<file path="src/rtl/csr_read_arb.sv">
// Two-requester round-robin arbiter for counter CSR reads.
// Each requester has a shadow of the high half so a lo/hi pair reads atomically.
module csr_read_arb (
  input  logic        clk,
  input  logic        rst,
  input  logic        req0_valid,
  input  logic [11:0] req0_addr,
  output logic        req0_ready,
  input  logic        req1_valid,
  input  logic [11:0] req1_addr,
  output logic        req1_ready,
  output logic        rsp0_valid,
  output logic [31:0] rsp0_data,
  output logic        rsp0_err,
  output logic        rsp1_valid,
  output logic [31:0] rsp1_data,
  output logic        rsp1_err,
  output logic        cnt_rd,
  output logic        cnt_sel,
  input  logic [63:0] cnt_data
);

  typedef enum logic [1:0] {
    IDLE,
    ISSUE,
    CAPTURE,
    RESP
  } state_e;

  state_e state_q;

  logic last_q;
  logic id_q;
  logic cid_q;
  logic hi_q;

  logic [1:0]       sh_v_q;
  logic [1:0]       sh_tag_q;
  logic [1:0][31:0] sh_val_q;

  logic [1:0]       rsp_v_q;
  logic [1:0]       rsp_err_q;
  logic [1:0][31:0] rsp_data_q;

  logic        any;
  logic        gnt;
  logic [11:0] addr;
  logic        legal;
  logic        acc_cid;
  logic        acc_hi;
  logic        hit;
  logic        idle;

  always_comb begin
    any     = req0_valid | req1_valid;
    gnt     = (req0_valid & req1_valid) ? ~last_q : req1_valid;
    addr    = gnt ? req1_addr : req0_addr;
    acc_cid = addr[1];
    acc_hi  = addr[7];
    legal   = (addr == 12'hC00) | (addr == 12'hC02) |
              (addr == 12'hC80) | (addr == 12'hC82);
    hit     = acc_hi & sh_v_q[gnt] & (sh_tag_q[gnt] == acc_cid);
    idle    = (state_q == IDLE) & ~rst;
  end

  assign req0_ready = idle & any & ~gnt;
  assign req1_ready = idle & any & gnt;

  assign cnt_rd  = (state_q == ISSUE);
  assign cnt_sel = cnt_rd & cid_q;

  assign rsp0_valid = rsp_v_q[0];
  assign rsp0_data  = rsp_data_q[0];
  assign rsp0_err   = rsp_err_q[0];
  assign rsp1_valid = rsp_v_q[1];
  assign rsp1_data  = rsp_data_q[1];
  assign rsp1_err   = rsp_err_q[1];

  always_ff @(posedge clk or posedge rst) begin
    if (rst) begin
      state_q    <= IDLE;
      last_q     <= 1'b1;
      id_q       <= 1'b0;
      cid_q      <= 1'b0;
      hi_q       <= 1'b0;
      sh_v_q     <= '0;
      sh_tag_q   <= '0;
      sh_val_q   <= '0;
      rsp_v_q    <= '0;
      rsp_err_q  <= '0;
      rsp_data_q <= '0;
    end else begin
      unique case (state_q)
        IDLE: begin
          if (any) begin
            last_q <= gnt;
            id_q   <= gnt;
            cid_q  <= acc_cid;
            hi_q   <= acc_hi;
            if (!legal) begin
              rsp_v_q[gnt]    <= 1'b1;
              rsp_err_q[gnt]  <= 1'b1;
              rsp_data_q[gnt] <= '0;
              state_q         <= RESP;
            end else if (hit) begin
              rsp_v_q[gnt]    <= 1'b1;
              rsp_data_q[gnt] <= sh_val_q[gnt];
              sh_v_q[gnt]     <= 1'b0;
              state_q         <= RESP;
            end else begin
              state_q <= ISSUE;
            end
          end
        end
        ISSUE: begin
          state_q <= CAPTURE;
        end
        CAPTURE: begin
          rsp_v_q[id_q] <= 1'b1;
          // Low-half reads park the high half for an atomic follow-up read.
          if (hi_q) begin
            rsp_data_q[id_q] <= cnt_data[63:32];
          end else begin
            rsp_data_q[id_q] <= cnt_data[31:0];
            sh_val_q[id_q]   <= cnt_data[63:32];
            sh_tag_q[id_q]   <= cid_q;
            sh_v_q[id_q]     <= 1'b1;
          end
          state_q <= RESP;
        end
        RESP: begin
          rsp_v_q    <= '0;
          rsp_err_q  <= '0;
          rsp_data_q <= '0;
          state_q    <= IDLE;
        end
      endcase
    end
  end

endmodule

</file>
<file path="config.mk">
export PLATFORM = sky130hd
export DESIGN_NAME = csr_read_arb
export DESIGN_NICKNAME = d
export VERILOG_FILES = /design/src/rtl/csr_read_arb.sv
export SDC_FILE = /design/constraint.sdc
export NUM_CORES = 1
export LEC_CHECK = 0
export ABC_AREA = 0
export ABC_CLOCK_PERIOD_IN_PS = 5250
export BUFFER_PORTS_ARGS = -buffer_cell sky130_fd_sc_hd__clkbuf_2
export CAP_MARGIN = 15
export CORE_MARGIN = 4
export CORE_UTILIZATION = 55
export CTS_CLUSTER_SIZE = 25
export DETAILED_ROUTE_END_ITERATION = 10
export PLACE_DENSITY = 0.89
export SETUP_SLACK_MARGIN = 0.2
export SLEW_MARGIN = 20
export SYNTH_ARGS = -nofsm -noshare
export SYNTH_HDL_FRONTEND = slang
export SYNTH_SLANG_ARGS = --single-unit
</file>
<file path="constraint.sdc">
create_clock -name clk -period 5.25 [get_ports clk]
set_input_delay 0.2625 -clock clk [delete_from_list [all_inputs] [get_ports clk]]
set_output_delay 0.2625 -clock clk [all_outputs]
set_load 0.02 [all_outputs]
</file>
==> flow_summary.json <==
{
  "grt_max_degree": 105,
  "seq_area_frac_synth": 0.493,
  "grt_pass1_wl_mm": 31.2,
  "ant_nets": 0,
  "port_buffers": 163,
  "p_per_area_nw_per_um2": 669,
  "tightest_slew_ns": 1.14,
  "diodes": 0,
  "drt-initial-drc-count": 483,
  "drc": 0,
  "rsz0062_at_grt": "no",
  "use_met1": 0.366,
  "stdcell_area_um2": 8720,
  "relSlewSlack": 0.243,
  "critPathCaptureType": "register",
  "syn_to_final_growth_pct": 20.9,
  "tns_ns": 0,
  "nNetsFinal": 876,
  "min_period_ns": 3.18,
  "viasPerCell": 6.25,
  "routedWlPerCell_um": 20.7,
  "vdd_drop_max_mv": 0.378,
  "path_max_fanout": 34,
  "path_cells": "inv_1 -> ha_2 -> nand2b_1 -> nor2_4 -> mux2_2",
  "status": "finished clean",
  "crit_slowest_cell": "nor2_4",
  "arrival_ns": 3.48,
  "path_class": "reg2reg",
  "syn-num-nets": 746,
  "critPathRequiredTime_ns": 5.55,
  "antenna_found_initial": 0,
  "finalSetupViolations": 0,
  "clkSinkCount": 142,
  "grtUsageMet2": 0.437,
  "die_y_um": 123,
  "place_area_um2": 8020,
  "final_cells": 964,
  "ys_ff_latch": 142,
  "finalCritPeriodShare": 0.605,
  "drive_gt1_frac": 0.365,
  "max_freq_mhz": 315,
  "die_area_um2": 15000,
  "nFillCells": 968,
  "synth_cell_types": 50,
  "grt_pass1_vias": 5969,
  "cts_max_level": 4,
  "path_clk_slew_ns": 0.06,
  "maxSlewViolCount": 0,
  "overflow": 0,
  "synthCells": 649,
  "clk_latency_ns": 0.42,
  "clock_path_buffers": 2,
  "busiest_layer": "met2",
  "synth-async-reset-ratio": 1.00,
  "leakage_nw": 3.97,
  "die_x_um": 123,
  "cap_violations": 0,
  "cts_resized": 0,
  "cts-root-buf": "clkbuf_16",
  "hold_viol_final": 0,
  "wirelength_mm": 19.9,
  "hold_path.class": "in2async",
  "critPathMaxStageDelay_ns": 1.00,
  "gp_congestion": 0.877,
  "vias": 6026,
  "dpl.cell_count": 932,
  "dr.pass1.iters": 5,
  "io_pins": 164,
  "cts_tree": "built",
  "synth_edf_count": 0,
  "syn_area_per_cell_um2": 11.1,
  "num_rows": 41,
  "fin_worst_skew_ns": 0.00717,
  "multi_input_area_um2": 3380,
  "cts_setup_buffers": 0,
  "final-seq-area_um2": 3560,
  "grtUsageTotal": 0.271,
  "core_um2": 12700,
  "synth_flop_cell": "dfrtp_1",
  "start_kind": "register",
  "met3_usage": 0.0696,
  "initial_core_util": 0.567,
  "netlist_area_um2": 7210,
  "ctsHoldBuffers": 0,
  "cts_buffers": 17,
  "dp_hpwl_mm": 12.6,
  "holdWs_ns": 0.0362,
  "synth_warnings": 0
}
## layer usage
| layer | share of wire | routed length, µm | vias up |
|---|---|---|---|
| li1 | - | - | 2720 |
| met1 | 0.41 | 8140 | 2962 |
| met2 | 0.48 | 9640 | 320 |
| met3 | 0.095 | 1900 | 24 |
| met4 | 0.013 | 250 | 0 |
| met5 | 0 | 0 | - |
## critical path, delay by kind of cell (launching register included)
kind | cells | cell delay [ns]
flip-flops | 1 | 0.42
multiplexers | 1 | 0.44
adder cells (fa/ha/maj) | 1 | 0.54
buffers and inverters | 1 | 0.11
AND/OR/NAND/NOR | 2 | 1.54
## per-stage QoR
step	setup slack (ns)	util	total power [mW]
floorplan	1.18	-	3.81
global placement	2.16	0.631	4.29
detailed placement	2.12	0.631	4.38
CTS	2.11	0.685	5.83
global route	1.92	0.685	6.16
finish	2.07	0.685	5.84
## logic make-up after synthesis
family,after synthesis,share of synthesized area
AOI/OAI and AO/OA,221,0.221
DFF,142,0.493
and+or+nand+nor,113,0.0767
muxes,104,0.156
buffers and inverters,62,0.0418
adders and majority gates,5,0.00868
xor gates and xnor gates,2,0.00243
## state kept, by name, summed over array words and instances (netlist names)
| name | count |
|---|---|
| cid_q | 1 |
| hi_q | 1 |
| id_q | 1 |
| last_q | 1 |
| rsp0_data | 32 |
| rsp1_data | 32 |
| rsp_err_q | 2 |
| rsp_v_q | 2 |
| sh_tag_q | 2 |
| sh_v_q | 2 |
| sh_val_q | 64 |
| state_q | 2 |
## synthesized netlist by cell type, types with 2 or more instances
| library cell | count | area, µm² |
|---|---|---|
| o21ai_0 | 22 | 110 |
| mux2i_1 | 35 | 350 |
| or4_1 | 2 | 15.0 |
| nand3_1 | 2 | 10.0 |
| buf_1 | 4 | 15.0 |
| nor2_2 | 2 | 12.5 |
| nor4_4 | 2 | 42.5 |
| nand2_1 | 35 | 131 |
| ha_1 | 5 | 62.6 |
| a21oi_1 | 39 | 195 |
| or4_4 | 2 | 22.5 |
| inv_1 | 7 | 26.3 |
| a22oi_1 | 58 | 435 |
| and3_1 | 4 | 25.0 |
| or3_1 | 2 | 12.5 |
| o22ai_1 | 14 | 87.6 |
| nand2b_1 | 2 | 12.5 |
| nor2_1 | 45 | 169 |
| nand3_2 | 3 | 30.0 |
| mux2_2 | 68 | 766 |
| dfrtp_1 | 141 | 3530 |
| a22o_1 | 14 | 123 |
| clkbuf_1 | 27 | 101 |
| nor3_1 | 6 | 30.0 |
| buf_2 | 13 | 65.1 |
| buf_6 | 3 | 33.8 |
| xor2_1 | 2 | 17.5 |
| a31oi_1 | 6 | 37.5 |
| o21ai_1 | 2 | 10.0 |
| o211ai_1 | 5 | 37.5 |
| or2_2 | 3 | 18.8 |
| o2bb2ai_1 | 49 | 429 |
| buf_4 | 8 | 60.1 |
## final timing paths
path,slack (ns),startpoint,cells after the start,end
max in group asynchronous,4.03,rst,3,hi_q$_DFFE_PP0P_
hold reg to reg,0.51,sh_val_q[32]$_DFFE_PP0P_,1,sh_val_q[32]$_DFFE_PP0P_
hold / removal,0.04,rst,2,rsp_err_q[0]$_DFFE_PP0P_
setup / recovery,2.07,state_q[0]$_DFFE_PP0N_,5,sh_val_q[19]$_DFFE_PP0P_
setup reg to reg,2.07,state_q[0]$_DFFE_PP0N_,5,sh_val_q[19]$_DFFE_PP0P_
min in group clk,0.08,req0_valid,2,last_q$_DFFE_PP1P_
## layout by cell type, fill, tap and decap left out, types with 17 or more instances in the layout
cell type	count
clkbuf_2	163
mux2i_1	35
nand2_1	35
nor2_1	44
mux2_2	68
a22oi_1	58
o2bb2ai_1	49
a21oi_1	39
clkbuf_16	17
o21ai_0	22
dfrtp_1	139
## power breakdown
group          switching, mW  internal (mW)
clock                  0.461          0.953
combinational           1.36          0.968
sequential             0.510           1.59
## area by class of cell
class / instances / area share
tap: 172 / 0.0247
sequential: 142 / 0.408
multi-input combinational: 445 / 0.387
inverter: 7 / 0.00359
clock buffer: 22 / 0.0567
clock inverter: 10 / 0.0235
timing repair buffer: 166 / 0.0961
No activity file was read; power rests on OpenSTA's default activity.
